File: config.mk
export PLATFORM = sky130hd
export DESIGN_NAME = rv32im_writeback_stage_flat
export DESIGN_NICKNAME = d
export VERILOG_FILES = /design/src/rtl/rv32im_writeback_stage_if.sv /design/src/rtl/rv32im_writeback_stage.sv /design/src/flat_wrapper.sv
export SDC_FILE = /design/constraint.sdc
export NUM_CORES = 1
export LEC_CHECK = 0
export ABC_AREA = 1
export BUFFER_PORTS_ARGS = -buffer_cell sky130_fd_sc_hd__buf_2
export CAP_MARGIN = 5
export CELL_PAD_IN_SITES_DETAIL_PLACEMENT = 2
export CELL_PAD_IN_SITES_GLOBAL_PLACEMENT = 2
export CORE_MARGIN = 2
export CORE_UTILIZATION = 26
export CTS_CLUSTER_SIZE = 24
export DETAILED_ROUTE_END_ITERATION = 8
export PLACE_DENSITY = 0.86
export SLEW_MARGIN = 20
export SYNTH_ARGS = -nofsm -noshare
export SYNTH_HDL_FRONTEND = slang
export SYNTH_SLANG_ARGS = --single-unit
export TNS_END_PERCENT = 10
File: constraint.sdc
create_clock -name i_clk -period 1.9 [get_ports i_clk]
set_input_delay 0.38 -clock i_clk [delete_from_list [all_inputs] [get_ports i_clk]]
set_output_delay 0.38 -clock i_clk [all_outputs]
set_load 0.03 [all_outputs]
File: src/rtl/rv32im_writeback_stage_if.sv
// Divider-to-write-back handshake: result offer from the divider, ready back from the
// one-entry pending buffer.
interface rv32im_writeback_stage_if #(
    parameter int unsigned WIDTH = 32
);
    logic             i_div_valid;
    logic [4:0]       i_div_rd;
    logic [WIDTH-1:0] i_div_result;
    logic             o_div_ready;

    modport master (
        output i_div_valid,
        output i_div_rd,
        output i_div_result,
        input  o_div_ready
    );

    modport slave (
        input  i_div_valid,
        input  i_div_rd,
        input  i_div_result,
        output o_div_ready
    );
endinterface

File: src/rtl/rv32im_writeback_stage.sv
// Registered RV32IM write-back stage: source select, load alignment/extension, and merge of
// out-of-order divider results through a one-entry pending buffer with forced drain.
module rv32im_writeback_stage #(
    parameter int unsigned WIDTH    = 32,
    parameter int unsigned MAX_WAIT = 4
) (
    input  logic                        i_clk,
    input  logic                        i_rst_n,
    input  logic                        i_valid,
    input  logic [6:0]                  i_opcode,
    input  logic [2:0]                  i_funct3,
    input  logic [6:0]                  i_funct7,
    input  logic [4:0]                  i_rd,
    input  logic [WIDTH-1:0]            i_alu_result,
    input  logic [WIDTH-1:0]            i_mem_data,
    input  logic [WIDTH-1:0]            pc,
    rv32im_writeback_stage_if.slave     div_if,
    output logic                        o_stall,
    output logic                        o_wb_en,
    output logic [4:0]                  o_wb_rd,
    output logic [WIDTH-1:0]            o_wb_data
);

    localparam int unsigned OFFW = $clog2(WIDTH / 8);
    localparam int unsigned CNTW = $clog2(MAX_WAIT + 1);
    localparam logic [CNTW-1:0] MaxCnt = CNTW'(MAX_WAIT);

    localparam logic [6:0] OpLoad  = 7'b0000011;
    localparam logic [6:0] OpImm   = 7'b0010011;
    localparam logic [6:0] OpReg   = 7'b0110011;
    localparam logic [6:0] OpLui   = 7'b0110111;
    localparam logic [6:0] OpAuipc = 7'b0010111;
    localparam logic [6:0] OpJal   = 7'b1101111;
    localparam logic [6:0] OpJalr  = 7'b1100111;

    logic             r_pend_valid;
    logic [4:0]       r_pend_rd;
    logic [WIDTH-1:0] r_pend_data;
    logic [CNTW-1:0]  r_wait_cnt;
    logic             r_wb_en;
    logic [4:0]       r_wb_rd;
    logic [WIDTH-1:0] r_wb_data;

    logic             w_pend_valid_d;
    logic [4:0]       w_pend_rd_d;
    logic [WIDTH-1:0] w_pend_data_d;
    logic [CNTW-1:0]  w_wait_cnt_d;
    logic             w_wb_en_d;
    logic [4:0]       w_wb_rd_d;
    logic [WIDTH-1:0] w_wb_data_d;

    logic             w_is_div;
    logic             w_writes_rd;
    logic             w_pw;
    logic             w_capture;
    logic [OFFW-1:0]  w_off;
    logic [OFFW-1:0]  w_off_sel;
    logic [WIDTH-1:0] w_shift;
    logic [WIDTH-1:0] w_load;
    logic [WIDTH-1:0] w_pipe_data;

    assign w_is_div = (i_opcode == OpReg) && (i_funct7 == 7'b0000001) && i_funct3[2];

    always_comb begin
        w_writes_rd = 1'b0;
        case (i_opcode)
            OpLoad, OpImm, OpReg, OpLui, OpAuipc, OpJal, OpJalr: w_writes_rd = 1'b1;
            default:                                             w_writes_rd = 1'b0;
        endcase
    end

    assign o_stall = r_pend_valid && (r_wait_cnt == MaxCnt);
    assign w_pw    = i_valid && !o_stall && w_writes_rd && (i_rd != 5'd0) && !w_is_div;

    // Pipeline instruction is younger than any divider result, so it wins a same-rd race.
    assign w_capture = div_if.i_div_valid && !r_pend_valid && (div_if.i_div_rd != 5'd0) &&
                       !(w_pw && (i_rd == div_if.i_div_rd));
    assign div_if.o_div_ready = !r_pend_valid;

    always_comb begin
        w_off     = i_alu_result[OFFW-1:0];
        w_off_sel = w_off;
        case (i_funct3[1:0])
            2'b01:   w_off_sel = w_off & ~OFFW'(1);
            2'b10:   w_off_sel = w_off & ~OFFW'(3);
            2'b11:   w_off_sel = '0;
            default: w_off_sel = w_off;
        endcase
        w_shift = i_mem_data >> {w_off_sel, 3'b000};

        w_load = '0;
        case (i_funct3)
            3'b000: w_load = WIDTH'($signed(w_shift[7:0]));
            3'b001: w_load = WIDTH'($signed(w_shift[15:0]));
            3'b010: w_load = WIDTH'($signed(w_shift[31:0]));
            3'b011: if (WIDTH == 64) w_load = w_shift;
            3'b100: w_load = WIDTH'(w_shift[7:0]);
            3'b101: w_load = WIDTH'(w_shift[15:0]);
            3'b110: if (WIDTH == 64) w_load = WIDTH'(w_shift[31:0]);
            default: w_load = '0;
        endcase
    end

    always_comb begin
        case (i_opcode)
            OpLoad:        w_pipe_data = w_load;
            OpJal, OpJalr: w_pipe_data = pc + WIDTH'(4);
            default:       w_pipe_data = i_alu_result;
        endcase
    end

    always_comb begin
        w_wb_en_d      = 1'b0;
        w_wb_rd_d      = r_wb_rd;
        w_wb_data_d    = r_wb_data;
        w_pend_valid_d = r_pend_valid;
        w_pend_rd_d    = r_pend_rd;
        w_pend_data_d  = r_pend_data;
        w_wait_cnt_d   = r_wait_cnt;

        if (o_stall) begin
            w_wb_en_d      = 1'b1;
            w_wb_rd_d      = r_pend_rd;
            w_wb_data_d    = r_pend_data;
            w_pend_valid_d = 1'b0;
            w_wait_cnt_d   = '0;
        end else if (w_pw) begin
            w_wb_en_d   = 1'b1;
            w_wb_rd_d   = i_rd;
            w_wb_data_d = w_pipe_data;
            if (r_pend_valid) begin
                if (r_pend_rd == i_rd) begin
                    w_pend_valid_d = 1'b0;
                    w_wait_cnt_d   = '0;
                end else if (r_wait_cnt < MaxCnt) begin
                    w_wait_cnt_d = r_wait_cnt + CNTW'(1);
                end
            end
        end else if (r_pend_valid) begin
            w_wb_en_d      = 1'b1;
            w_wb_rd_d      = r_pend_rd;
            w_wb_data_d    = r_pend_data;
            w_pend_valid_d = 1'b0;
            w_wait_cnt_d   = '0;
        end

        // Capture only happens with an empty buffer, so it never collides with a drain.
        if (w_capture) begin
            w_pend_valid_d = 1'b1;
            w_pend_rd_d    = div_if.i_div_rd;
            w_pend_data_d  = div_if.i_div_result;
            w_wait_cnt_d   = '0;
        end
    end

    always_ff @(posedge i_clk or negedge i_rst_n) begin
        if (!i_rst_n) begin
            r_pend_valid <= 1'b0;
            r_pend_rd    <= '0;
            r_pend_data  <= '0;
            r_wait_cnt   <= '0;
            r_wb_en      <= 1'b0;
            r_wb_rd      <= '0;
            r_wb_data    <= '0;
        end else begin
            r_pend_valid <= w_pend_valid_d;
            r_pend_rd    <= w_pend_rd_d;
            r_pend_data  <= w_pend_data_d;
            r_wait_cnt   <= w_wait_cnt_d;
            r_wb_en      <= w_wb_en_d;
            r_wb_rd      <= w_wb_rd_d;
            r_wb_data    <= w_wb_data_d;
        end
    end

    assign o_wb_en   = r_wb_en;
    assign o_wb_rd   = r_wb_rd;
    assign o_wb_data = r_wb_data;

endmodule
File: src/flat_wrapper.sv
// flat-port wrapper written by rule: the top's interface ports become plain ports
module rv32im_writeback_stage_flat 
#(
    parameter int unsigned WIDTH    = 32,
    parameter int unsigned MAX_WAIT = 4
)
  (i_clk, i_rst_n, i_valid, i_opcode, i_funct3, i_funct7, i_rd, i_alu_result, i_mem_data, pc, o_stall, o_wb_en, o_wb_rd, o_wb_data, div_if_i_div_valid, div_if_i_div_rd, div_if_i_div_result, div_if_o_div_ready);
  rv32im_writeback_stage_if #(.WIDTH(WIDTH)) div_if_i ();
  input  logic i_clk;
  input  logic i_rst_n;
  input  logic i_valid;
  input  logic [6:0] i_opcode;
  input  logic [2:0] i_funct3;
  input  logic [6:0] i_funct7;
  input  logic [4:0] i_rd;
  input  logic [WIDTH-1:0] i_alu_result;
  input  logic [WIDTH-1:0] i_mem_data;
  input  logic [WIDTH-1:0] pc;
  output logic o_stall;
  output logic o_wb_en;
  output logic [4:0] o_wb_rd;
  output logic [WIDTH-1:0] o_wb_data;
  input wire logic [$bits(div_if_i.i_div_valid)-1:0] div_if_i_div_valid;
  input wire logic [$bits(div_if_i.i_div_rd)-1:0] div_if_i_div_rd;
  input wire logic [$bits(div_if_i.i_div_result)-1:0] div_if_i_div_result;
  output wire logic [$bits(div_if_i.o_div_ready)-1:0] div_if_o_div_ready;
  assign div_if_i.i_div_valid = div_if_i_div_valid;
  assign div_if_i.i_div_rd = div_if_i_div_rd;
  assign div_if_i.i_div_result = div_if_i_div_result;
  assign div_if_o_div_ready = div_if_i.o_div_ready;
  rv32im_writeback_stage #(.WIDTH(WIDTH), .MAX_WAIT(MAX_WAIT)) u_core (.i_clk(i_clk), .i_rst_n(i_rst_n), .i_valid(i_valid), .i_opcode(i_opcode), .i_funct3(i_funct3), .i_funct7(i_funct7), .i_rd(i_rd), .i_alu_result(i_alu_result), .i_mem_data(i_mem_data), .pc(pc), .div_if(div_if_i), .o_stall(o_stall), .o_wb_en(o_wb_en), .o_wb_rd(o_wb_rd), .o_wb_data(o_wb_data));
endmodule
==> flow_summary.toml <==
[routing]
via_per_inst = 5.01
wl_per_cell_um = 21.4
drcViolationCount = 0
drt_iter0_drc = 442
antenna_left = 0
vias = 7757
drtPass1Iterations = 5
drt_wl_total_um = 33200

[outcome]
run_status = "finished with violations"
failed_checks = "negative setup slack"

[layout]
antenna_cells = 0
final_layout_size_suffix_gt1_share_pct = 31.9
area_growth_pct = 44.4
nets = 1392

[power_and_ir_drop]
p_sw_w = 0.00239
comb_power_share_pct = 33.4
clkPwrFrac_pct = 31.2
ir_worst_vdd_uv = 439
p_leak_nw = 4.56
p_sw_share_pct = 37.9
powerDensity_nw_per_um2 = 720
intPower_w = 0.00393
p_seq_share_pct = 35.4

[critical_path]
worstPathMaxFanout = 6
crit_start = "u_core.r_wait_cnt[1]$_DFFE_PN0P_"
worstReg2RegStart = "u_core.r_wait_cnt[1]$_DFFE_PN0P_"
cp.required_ns = 2.15
cp.arrival_ns = 2.33
cpPeakStageDelay_ns = 0.43
critPathBufInv = 4
reg2reg_depth = 13
cpMaxStageDelayCell = "dfrtp_1"
criticalPathCategory = "reg2reg"
crit_top_cell = "nand2_2"
critPathTopFamily = "simple AND/OR/NAND/NOR gates"
reg2reg_slack_ns = -0.17
cp-end-kind = "register"
r2r_end = "u_core.o_wb_data[27]$_DFFE_PN0P_"
start_kind = "register"
cp_cell_sequence = "inv_2 > ha_4 > nand3_2 > nand2_2 > a21oi_4 > buf_6 > nand3_4 > buf_6 > buf_12 > nor2_4 > nand3_2 > nand2_2 > nand2_2"

[clocking]
numCtsBuffers = 9
cts.sinks = 79
clk_pin_slew_ns = 0.07
cts-root-buf = "clkbuf_16"
cts_tree = "done"
cts-htree-levels = 3
clkLatencyLatePin_ns = 0.35
cts.path.max_buffers = 2

[synthesis]
synth_edf_count = 0
synth_largest_area_cell = "dfrtp_1"
syn-num-nets = 1137
ys_ff_latch = 79
synth_ff_type = "dfrtp_1"
synth_area_leaders = "dfrtp_1 (33%), nand2_1 (20%), nand3_1 (15%)"
synth.top_cell.area_share_pct = 32.5
synth-async-reset-ratio_pct = 100
avgSynthCellArea_sq_um = 6.24
ys_types = 38
netlist_instances = 975
ys_warn_count = 0
synth_seq_area_share_pct = 32.5
synth.most_common_cell = "nand2_1"
synth_commonest_cells = "nand2_1 (319), nand3_1 (184), nor2_1 (126), dfrtp_1 (79), inv_1 (78)"
syn_area_sq_um = 6080

[floorplanning]
start_util_pct = 26.7
num_rows = 55
fp.dieArea_sq_um = 24600
core-area_sq_um = 22800
die_width_um = 157
die_h_um = 157
io_pins = 199

[sta]
rsz0062_at_grt = "yes"
whs_ns = 0.0423
max_freq_mhz = 482
finalHoldViolations = 0
fin_ws_ns = -0.173
fin_crit_sh_pct = 109
clock_skew_ns = 0.0124
worstMarginPinSlew_ns = 0.487
slew_headroom_pct = 67.4
period_minus_slack_ns = 2.07
slew_violations = 0
finalSetupViolations = 74

[global_routing]
grt_pass1_wl_um = 50300
grt_max_degree = 80
antenna_found_initial = 0
gr-total-overflow = 0
grt_usage_pct = 27.1
grt_pass1_vias = 8744

[place]
port_buffers = 198
dp_slack_ns = -0.128
dpl.hpwl_um = 24000
place_congestion = 0.905

[min_path]
worstHoldPathType = "in2async"

[job]
maxCapViolCount = 0
==> how the worst max path moves through the flow <==
stage / endpoint / cells past startpoint
2_1_floorplan: u_core.o_wb_data[20]$_DFFE_PN0P_ / 11
3_3_place_gp: u_core.o_wb_data[16]$_DFFE_PN0P_ / 12
3_5_place_dp: u_core.r_wait_cnt[1]$_DFFE_PN0P_ / 12
4_1_cts: u_core.r_wait_cnt[2]$_DFFE_PN0P_ / 14
5_1_grt: u_core.o_wb_data[27]$_DFFE_PN0P_ / 13
6_report: u_core.o_wb_data[27]$_DFFE_PN0P_ / 13
==> per-stage QoR <==
stage | instances | utilization, % | power, W | cell area (sq um) | TNS, ns
6_report | 1548 | 38.6 | 0.00632 | 8780 | -5.94
5_1_grt | 1548 | 38.6 | 0.00663 | 8780 | -9.92
4_1_cts | 1545 | 37.7 | 0.00625 | 8600 | -1.86
3_5_place_dp | 1517 | 34.8 | 0.00415 | 7920 | -3.03
3_3_place_gp | 1517 | 34.8 | 0.00405 | 7920 | -0.0331
2_1_floorplan | 975 | - | 0.00324 | 6080 | 0
==> flip-flops by register name (all words and copies together), names as in the netlist <==
name and flops:
u_core.o_wb_data 32, u_core.r_pend_data 32, u_core.o_wb_rd 5, u_core.r_pend_valid 1
u_core.o_wb_en 1, u_core.r_pend_rd 5, u_core.r_wait_cnt 3
==> power groups by stage <==
| stage | sequential [W] | clock (W) | combinational (W) |
|---|---|---|---|
| after detailed placement | 0.00223 | 0 | 0.00192 |
| final | 0.00224 | 0.00197 | 0.00211 |
| after floorplan | 0.00252 | 0 | 0.000721 |
| after CTS | 0.00222 | 0.00200 | 0.00204 |
| after global routing | 0.00227 | 0.00207 | 0.00229 |
| after global placement | 0.00221 | 0 | 0.00184 |
==> routing by layer <==
layer  part of all wire [%]  track usage [%]  vias up
met5                      0                0        -
met3                    4.4             4.54       75
li1                       -                -     3643
met1                     42             32.5     3806
met2                     49             47.2      233
met4                    4.7             13.0        0
==> worst register-to-register path, cell delays in order, from the launching register on <==
cell     delay, ns
dfrtp_1       0.43
inv_2         0.07
ha_4          0.16
nand3_2       0.08
nand2_2       0.09
a21oi_4       0.21
buf_6         0.14
nand3_4       0.13
buf_6         0.19
buf_12        0.12
nor2_4        0.11
nand3_2       0.09
nand2_2       0.09
nand2_2       0.05
==> logic make-up after synthesis <==
| logic type | synth area share (%) |
|---|---|
| compound gates | 9.12 |
| xor+xnor | 1.30 |
| fa+ha+maj | 0.617 |
| buf+inv | 9.36 |
| flops | 32.5 |
| mux | 0.165 |
| simple gates | 46.9 |
==> timing repair <==
item	CTS	global route
resized for setup	42	62
setup buffers	8	6
pin swaps	10	14
hold buffers	0	0
cloned	4	1
endpoints found under the setup margin	51	80
==> layout by cell type (no fill, tap or decap), types with 12 or more instances in the layout <==
cell,n
nand2_1,290
buf_2,195
nand3_1,177
nor2_1,117
dfrtp_1,78
inv_1,73
buf_4,67
nand2_2,25
o21ai_0,22
a21oi_1,21
buf_12,18
o21a_1,13
nor2_2,12
==> final cells by class <==
type                            instances  area, sq um
Tap cell                              313          392
Inverter                               83          312
Clock buffer                           10          239
Fill cell                            2784        14000
Clock inverter                          6         91.3
Timing Repair Buffer                  290         1980
Multi-Input combinational cell        767         3790
Sequential cell                        79         1980
No activity file was read; power rests on OpenSTA's default activity.
